### config.mk
export PLATFORM = sky130hd
export DESIGN_NAME = mf8_io_mailbox
export DESIGN_NICKNAME = d
export VERILOG_FILES = /design/src/rtl/mf8_pkg.sv /design/src/rtl/mf8_sync_fifo.sv /design/src/rtl/mf8_io_mailbox.sv
export SDC_FILE = /design/constraint.sdc
export NUM_CORES = 1
export LEC_CHECK = 0
export CAP_MARGIN = 25
export CORE_UTILIZATION = 49
export DETAILED_ROUTE_END_ITERATION = 7
export GPL_ROUTABILITY_DRIVEN = 0
export HOLD_SLACK_MARGIN = 0.02
export PLACE_DENSITY = 0.79
export SLEW_MARGIN = 20
export SYNTH_ARGS = -nofsm -noshare
export SYNTH_HDL_FRONTEND = slang
export SYNTH_SLANG_ARGS = --single-unit
export TNS_END_PERCENT = 20
### constraint.sdc
create_clock -name Clk -period 3.58 [get_ports Clk]
set_input_delay 0.537 -clock Clk [delete_from_list [all_inputs] [get_ports Clk]]
set_output_delay 0.537 -clock Clk [all_outputs]
set_load 0.01 [all_outputs]
### src/rtl/mf8_pkg.sv
// Shared register map and bit positions for mf8 I/O peripherals.
package mf8_pkg;

    localparam logic [1:0] MBX_DATA   = 2'd0;
    localparam logic [1:0] MBX_STATUS = 2'd1;
    localparam logic [1:0] MBX_CTRL   = 2'd2;
    localparam logic [1:0] MBX_RXCNT  = 2'd3;

    localparam int unsigned ST_RX_AVAIL = 0;
    localparam int unsigned ST_TX_FULL  = 1;
    localparam int unsigned ST_RX_FULL  = 2;
    localparam int unsigned ST_TX_EMPTY = 3;
    localparam int unsigned ST_ERR      = 4;

    localparam int unsigned CTRL_IRQ_EN   = 0;
    localparam int unsigned CTRL_FLUSH_RX = 1;
    localparam int unsigned CTRL_FLUSH_TX = 2;
    localparam int unsigned CTRL_ERR_CLR  = 4;

endpackage

### src/rtl/mf8_sync_fifo.sv
// Synchronous FIFO with distributed storage and combinational head output.
module mf8_sync_fifo #(
    parameter int unsigned WIDTH      = 8,
    parameter int unsigned DEPTH_LOG2 = 2
) (
    input  logic                  Clk,
    input  logic                  Reset,
    input  logic                  push,
    input  logic                  pop,
    input  logic                  flush,
    input  logic [WIDTH-1:0]      din,
    output logic [WIDTH-1:0]      dout,
    output logic                  full,
    output logic                  empty,
    output logic [DEPTH_LOG2:0]   count
);

    localparam int unsigned DEPTH = 2 ** DEPTH_LOG2;
    localparam int unsigned CW    = DEPTH_LOG2 + 1;

    logic [WIDTH-1:0]      mem [DEPTH];
    logic [DEPTH_LOG2-1:0] wr_ptr;
    logic [DEPTH_LOG2-1:0] rd_ptr;
    logic                  push_ok;
    logic                  pop_ok;

    assign full    = (count == CW'(DEPTH));
    assign empty   = (count == '0);
    assign push_ok = push & ~full & ~flush;
    assign pop_ok  = pop & ~empty & ~flush;
    // Empty FIFO presents zero rather than stale storage.
    assign dout    = empty ? '0 : mem[rd_ptr];

    always_ff @(posedge Clk) begin
        if (!Reset && push_ok) begin
            mem[wr_ptr] <= din;
        end
    end

    always_ff @(posedge Clk) begin
        if (Reset || flush) begin
            wr_ptr <= '0;
            rd_ptr <= '0;
            count  <= '0;
        end else begin
            if (push_ok) begin
                wr_ptr <= wr_ptr + DEPTH_LOG2'(1);
            end
            if (pop_ok) begin
                rd_ptr <= rd_ptr + DEPTH_LOG2'(1);
            end
            count <= count + CW'(push_ok) - CW'(pop_ok);
        end
    end

endmodule

### src/rtl/mf8_io_mailbox.sv
// Byte mailbox between the mf8 I/O bus and host logic: RX/TX FIFOs,
// status/control registers and an RX-available interrupt.
module mf8_io_mailbox
    import mf8_pkg::*;
#(
    parameter int unsigned DEPTH_LOG2 = 2,
    parameter logic [5:0]  BASE_ADDR  = 6'h20
) (
    input  logic       Clk,
    input  logic       Reset,
    input  logic       IO_Rd,
    input  logic       IO_Wr,
    input  logic [5:0] IO_Addr,
    input  logic [7:0] IO_WData,
    output logic [7:0] IO_RData,
    input  logic       host_wr_valid,
    input  logic [7:0] host_wr_data,
    output logic       host_wr_ready,
    output logic       host_rd_valid,
    output logic [7:0] host_rd_data,
    input  logic       host_rd_ready,
    output logic       core_irq
);

    logic                hit;
    logic [1:0]          off;
    logic                wr_hit;
    logic                rd_hit;
    logic                rx_push, rx_pop, rx_flush, rx_full, rx_empty;
    logic                tx_push, tx_pop, tx_flush, tx_full, tx_empty;
    logic [7:0]          rx_dout;
    logic [DEPTH_LOG2:0] rx_count;
    logic [DEPTH_LOG2:0] tx_count;
    logic                err;
    logic                err_set;
    logic                rx_irq_en;
    logic                unused_wdata;

    assign hit    = (IO_Addr[5:2] == BASE_ADDR[5:2]);
    assign off    = IO_Addr[1:0];
    assign wr_hit = IO_Wr & hit;
    // A write strobe overrides a concurrent read, so no pop happens.
    assign rd_hit = IO_Rd & hit & ~IO_Wr;

    assign rx_push  = host_wr_valid & host_wr_ready;
    assign rx_pop   = rd_hit & (off == MBX_DATA) & ~rx_empty;
    assign rx_flush = wr_hit & (off == MBX_CTRL) & IO_WData[CTRL_FLUSH_RX];
    assign tx_push  = wr_hit & (off == MBX_DATA) & ~tx_full;
    assign tx_pop   = host_rd_valid & host_rd_ready;
    assign tx_flush = wr_hit & (off == MBX_CTRL) & IO_WData[CTRL_FLUSH_TX];

    assign err_set = (rd_hit & (off == MBX_DATA) & rx_empty)
                   | (wr_hit & (off == MBX_DATA) & tx_full);

    assign host_wr_ready = ~rx_full;
    assign host_rd_valid = ~tx_empty;
    assign core_irq      = ~rx_empty & rx_irq_en;
    assign unused_wdata  = ^{IO_WData[7:5], IO_WData[3]};

    mf8_sync_fifo #(.WIDTH(8), .DEPTH_LOG2(DEPTH_LOG2)) u_rx (
        .Clk   (Clk),
        .Reset (Reset),
        .push  (rx_push),
        .pop   (rx_pop),
        .flush (rx_flush),
        .din   (host_wr_data),
        .dout  (rx_dout),
        .full  (rx_full),
        .empty (rx_empty),
        .count (rx_count)
    );

    mf8_sync_fifo #(.WIDTH(8), .DEPTH_LOG2(DEPTH_LOG2)) u_tx (
        .Clk   (Clk),
        .Reset (Reset),
        .push  (tx_push),
        .pop   (tx_pop),
        .flush (tx_flush),
        .din   (IO_WData),
        .dout  (host_rd_data),
        .full  (tx_full),
        .empty (tx_empty),
        .count (tx_count)
    );

    // Control and sticky error state.
    always_ff @(posedge Clk) begin
        if (Reset) begin
            rx_irq_en <= 1'b0;
            err       <= 1'b0;
        end else begin
            if (wr_hit && (off == MBX_CTRL)) begin
                rx_irq_en <= IO_WData[CTRL_IRQ_EN];
            end
            if (wr_hit && (off == MBX_CTRL) && IO_WData[CTRL_ERR_CLR]) begin
                err <= 1'b0;
            end else if (err_set) begin
                err <= 1'b1;
            end
        end
    end

    // Read mux; zero outside the window.
    always_comb begin
        IO_RData = 8'h00;
        if (hit) begin
            case (off)
                MBX_DATA: IO_RData = rx_dout;
                MBX_STATUS: begin
                    IO_RData[ST_RX_AVAIL] = ~rx_empty;
                    IO_RData[ST_TX_FULL]  = tx_full;
                    IO_RData[ST_RX_FULL]  = rx_full;
                    IO_RData[ST_TX_EMPTY] = tx_empty;
                    IO_RData[ST_ERR]      = err;
                end
                MBX_CTRL:  IO_RData[CTRL_IRQ_EN] = rx_irq_en;
                default:   IO_RData = 8'(rx_count);
            endcase
        end
    end

    logic unused_tx_count;
    assign unused_tx_count = ^tx_count;

endmodule

==> reports/metrics.cfg <==
[route]
firstDrtPassIters=4
wl_per_cell_um=16.0
vias=1985
drt-initial-drc-count=45
drc=0
drt_wl_total_um=6250
viasPerCell=5.08
antenna_left=0

[yosys]
synth_top_family_by_area=multiplexers
syn_nets=278
synthAdderAreaFrac_pct=5.29
synth-async-reset-ratio_pct=0
synth-xor-area-share_pct=2.19
synth_compound_area_share_pct=3.48
synth_simple_gate_area_share_pct=10.3
syn-instance-count=236
ys_seq_elements=84
ys.flop_type=edfxtp_1
synth-seq-area-share_pct=64.6
synth.avg_cell_area_um2=15.2
synthMuxAreaShare_pct=11.2
synth-edff-count=64
netlist_area_um2=3590
yosysUniqueCellTypes=38
ys_warn_count=0

[sta]
hold_viol=0
fin_crit_sh_pct=89.9
layout_min_cycle_time_ns=3.22
tns_ns=0
drv_slew=0
tightest_slew_ns=0.607
fin_skew_ns=0.00645
slew-limit-headroom_pct=59.5
rsz0062_at_grt=false
fmax_ghz=0.311
finalSetupViolations=0

[cells_and_area]
layout-drive-gt1-share_pct=15.3
diodes=0
final_core_util_pct=63.6
area_delta_synth_final_pct=22.9
layout.nets=332

[clock_tree]
cts_buffers=9
cts_max_level=3
cts_resized=0
holdBufCountCts=0
clk_latency_ns=0.35
cts.sinks=84
postCtsSetupRepairBufs=0
clock_path_buffers=2
path_clk_slew_ns=0.07
cts-root-buf=clkbuf_8
cts_tree=done

[floorplan]
die_h_um=87.6
initial_core_util_pct=51.7
die_w_um=87.6
num_rows=30
core_area_um2=6940
io_pins=47
die-area_um2=7680

[global_route]
gr-total-overflow=0
grt_pass1_wl_um=9800
grt_antenna_before_repair=0
grt_usage_pct=17.9
grt_max_degree=15
grt_pass1_vias=2045

[job]
drv_cap=0

[min_path]
hold_class=reg -> reg
holdCritStartpoint=u_rx.rd_ptr[1]$_SDFFE_PP0P_

[power_and_ir_drop]
ir_drop_v=0.000344
leakagePower_nw=1.54
p_per_area_nw_per_um2=572

[setup_path]
endpoint_kind=output pin
crit_arrival_ns=2.68
critical_path.max_fanout=10
crit_start=IO_Addr[3]
crit_type=in -> out
crit_path_start_kind=input pin
cp_data_required_time_ns=3.04
rr_startpoint=u_rx.count[1]$_SDFF_PP0_

[status]
outcome=complete, no violations

[place]
place_hpwl_um=4580
io_buffer_count=46

==> logic make-up (layout without fill, tap and decap cells) <==
| family | count (synthesis) | after routing |
|---|---|---|
| AOI/OAI and AO/OA | 18 | 18 |
| and+or+nand+nor | 66 | 66 |
| DFF | 84 | 84 |
| xor gates and xnor gates | 9 | 9 |
| buffers and inverters | 25 | 84 |
| muxes | 20 | 20 |
| adders and majority gates | 14 | 14 |
==> per-layer routing <==
layer  track usage, %  routed length (um)  vias up
li1                 -                   -      975
met1             19.1                2550      955
met2             32.7                3310       45
met3             5.47                 265       10
met4             7.60                 122        0
met5                0                   0        -
==> layout make-up <==
class                      instances  area (um2)
clock buffer                      10         128
clock inverter                     6         113
fill                             507        2530
inverter                          16        60.1
multi-input combinational        127        1170
sequential                        84        2320
tap                               96         120
timing repair buffer              52         505
==> path summary, 6_finish.rpt <==
check / to / slack [ns] / cells past startpoint
max: IO_RData[6] / 0.36 / 6
min: register / 0.50 / 2
max reg2reg: u_rx.count[2]$_SDFF_PP0_ / 1.12 / 10
min reg2reg: register / 0.50 / 2
==> power by group <==
part           total, mW  internal [mW]  switching, mW
sequential          1.18           1.11         0.0698
combinational      0.563          0.313          0.250
clock              0.782          0.464          0.317
==> placed cells by master (no fill, tap or decap), types with 2 or more instances in the layout <==
master           instances
buf_4                    6
a22oi_1                  2
xor2_1                   4
nor3_1                   6
mux2i_1                  2
and2_1                  13
a21oi_1                  7
clkbuf_8                 9
inv_1                   16
xnor2_1                  5
fa_1                     2
mux2_2                   2
nor2_1                  21
nand3_1                  2
dfxtp_1                 20
and3_1                   8
mux4_2                  16
ha_1                    12
clkdlybuf4s50_1         46
nand2_1                  5
clkinv_4                 2
o21ai_0                  3
or3_1                    2
edfxtp_1                64
bufinv_16                3
==> Yosys cell counts (2+ instances only) <==
cell type / number / share of area [%]
edfxtp_1: 64 / 54
nor2_1: 21 / 2.2
dfxtp_1: 20 / 11
inv_1: 16 / 1.7
mux4_2: 16 / 10
and2_1: 13 / 2.3
ha_1: 12 / 4.2
and3_1: 8 / 1.4
a21oi_1: 7 / 0.98
clkbuf_1: 7 / 0.73
nor3_1: 6 / 0.84
nand2_1: 5 / 0.52
xnor2_1: 5 / 1.2
xor2_1: 4 / 0.98
o21ai_0: 3 / 0.42
a22oi_1: 2 / 0.42
fa_1: 2 / 1.1
mux2_2: 2 / 0.63
mux2i_1: 2 / 0.56
nand3_1: 2 / 0.28
or3_1: 2 / 0.35
==> worst max-delay path: stages <==
cell and delay (ns):
clkdlybuf4s50_1 0.40, or4b_4 0.65, nor3_1 0.22, buf_4 0.17
and3_1 0.16, clkdlybuf4s50_1 0.54
==> flip-flops by register name (all words and copies together), names as in the netlist, named ones only <==
signal and count:
u_rx.count 3, u_tx.mem 32, u_tx.rd_ptr 2, u_rx.rd_ptr 2, u_tx.count 3, rx_irq_en 1, u_rx.mem 32, u_tx.wr_ptr 2
u_rx.wr_ptr 2, err 1
==> through the flow <==
| step | worst slack, ns | cells | hold slack, ns | area (um2) | total power, mW |
|---|---|---|---|---|---|
| 2_1_floorplan | 0.680 | 236 | 0.458 | 3590 | 1.54 |
| 3_3_place_gp | 0.364 | 375 | 0.474 | 4180 | 1.76 |
| 3_5_place_dp | 0.299 | 375 | 0.485 | 4180 | 1.77 |
| 4_1_cts | 0.357 | 391 | 0.504 | 4420 | 2.56 |
| 5_1_grt | 0.265 | 391 | 0.545 | 4420 | 2.65 |
| 6_report | 0.362 | 391 | 0.495 | 4420 | 2.53 |
No activity file was read; power rests on OpenSTA's default activity.
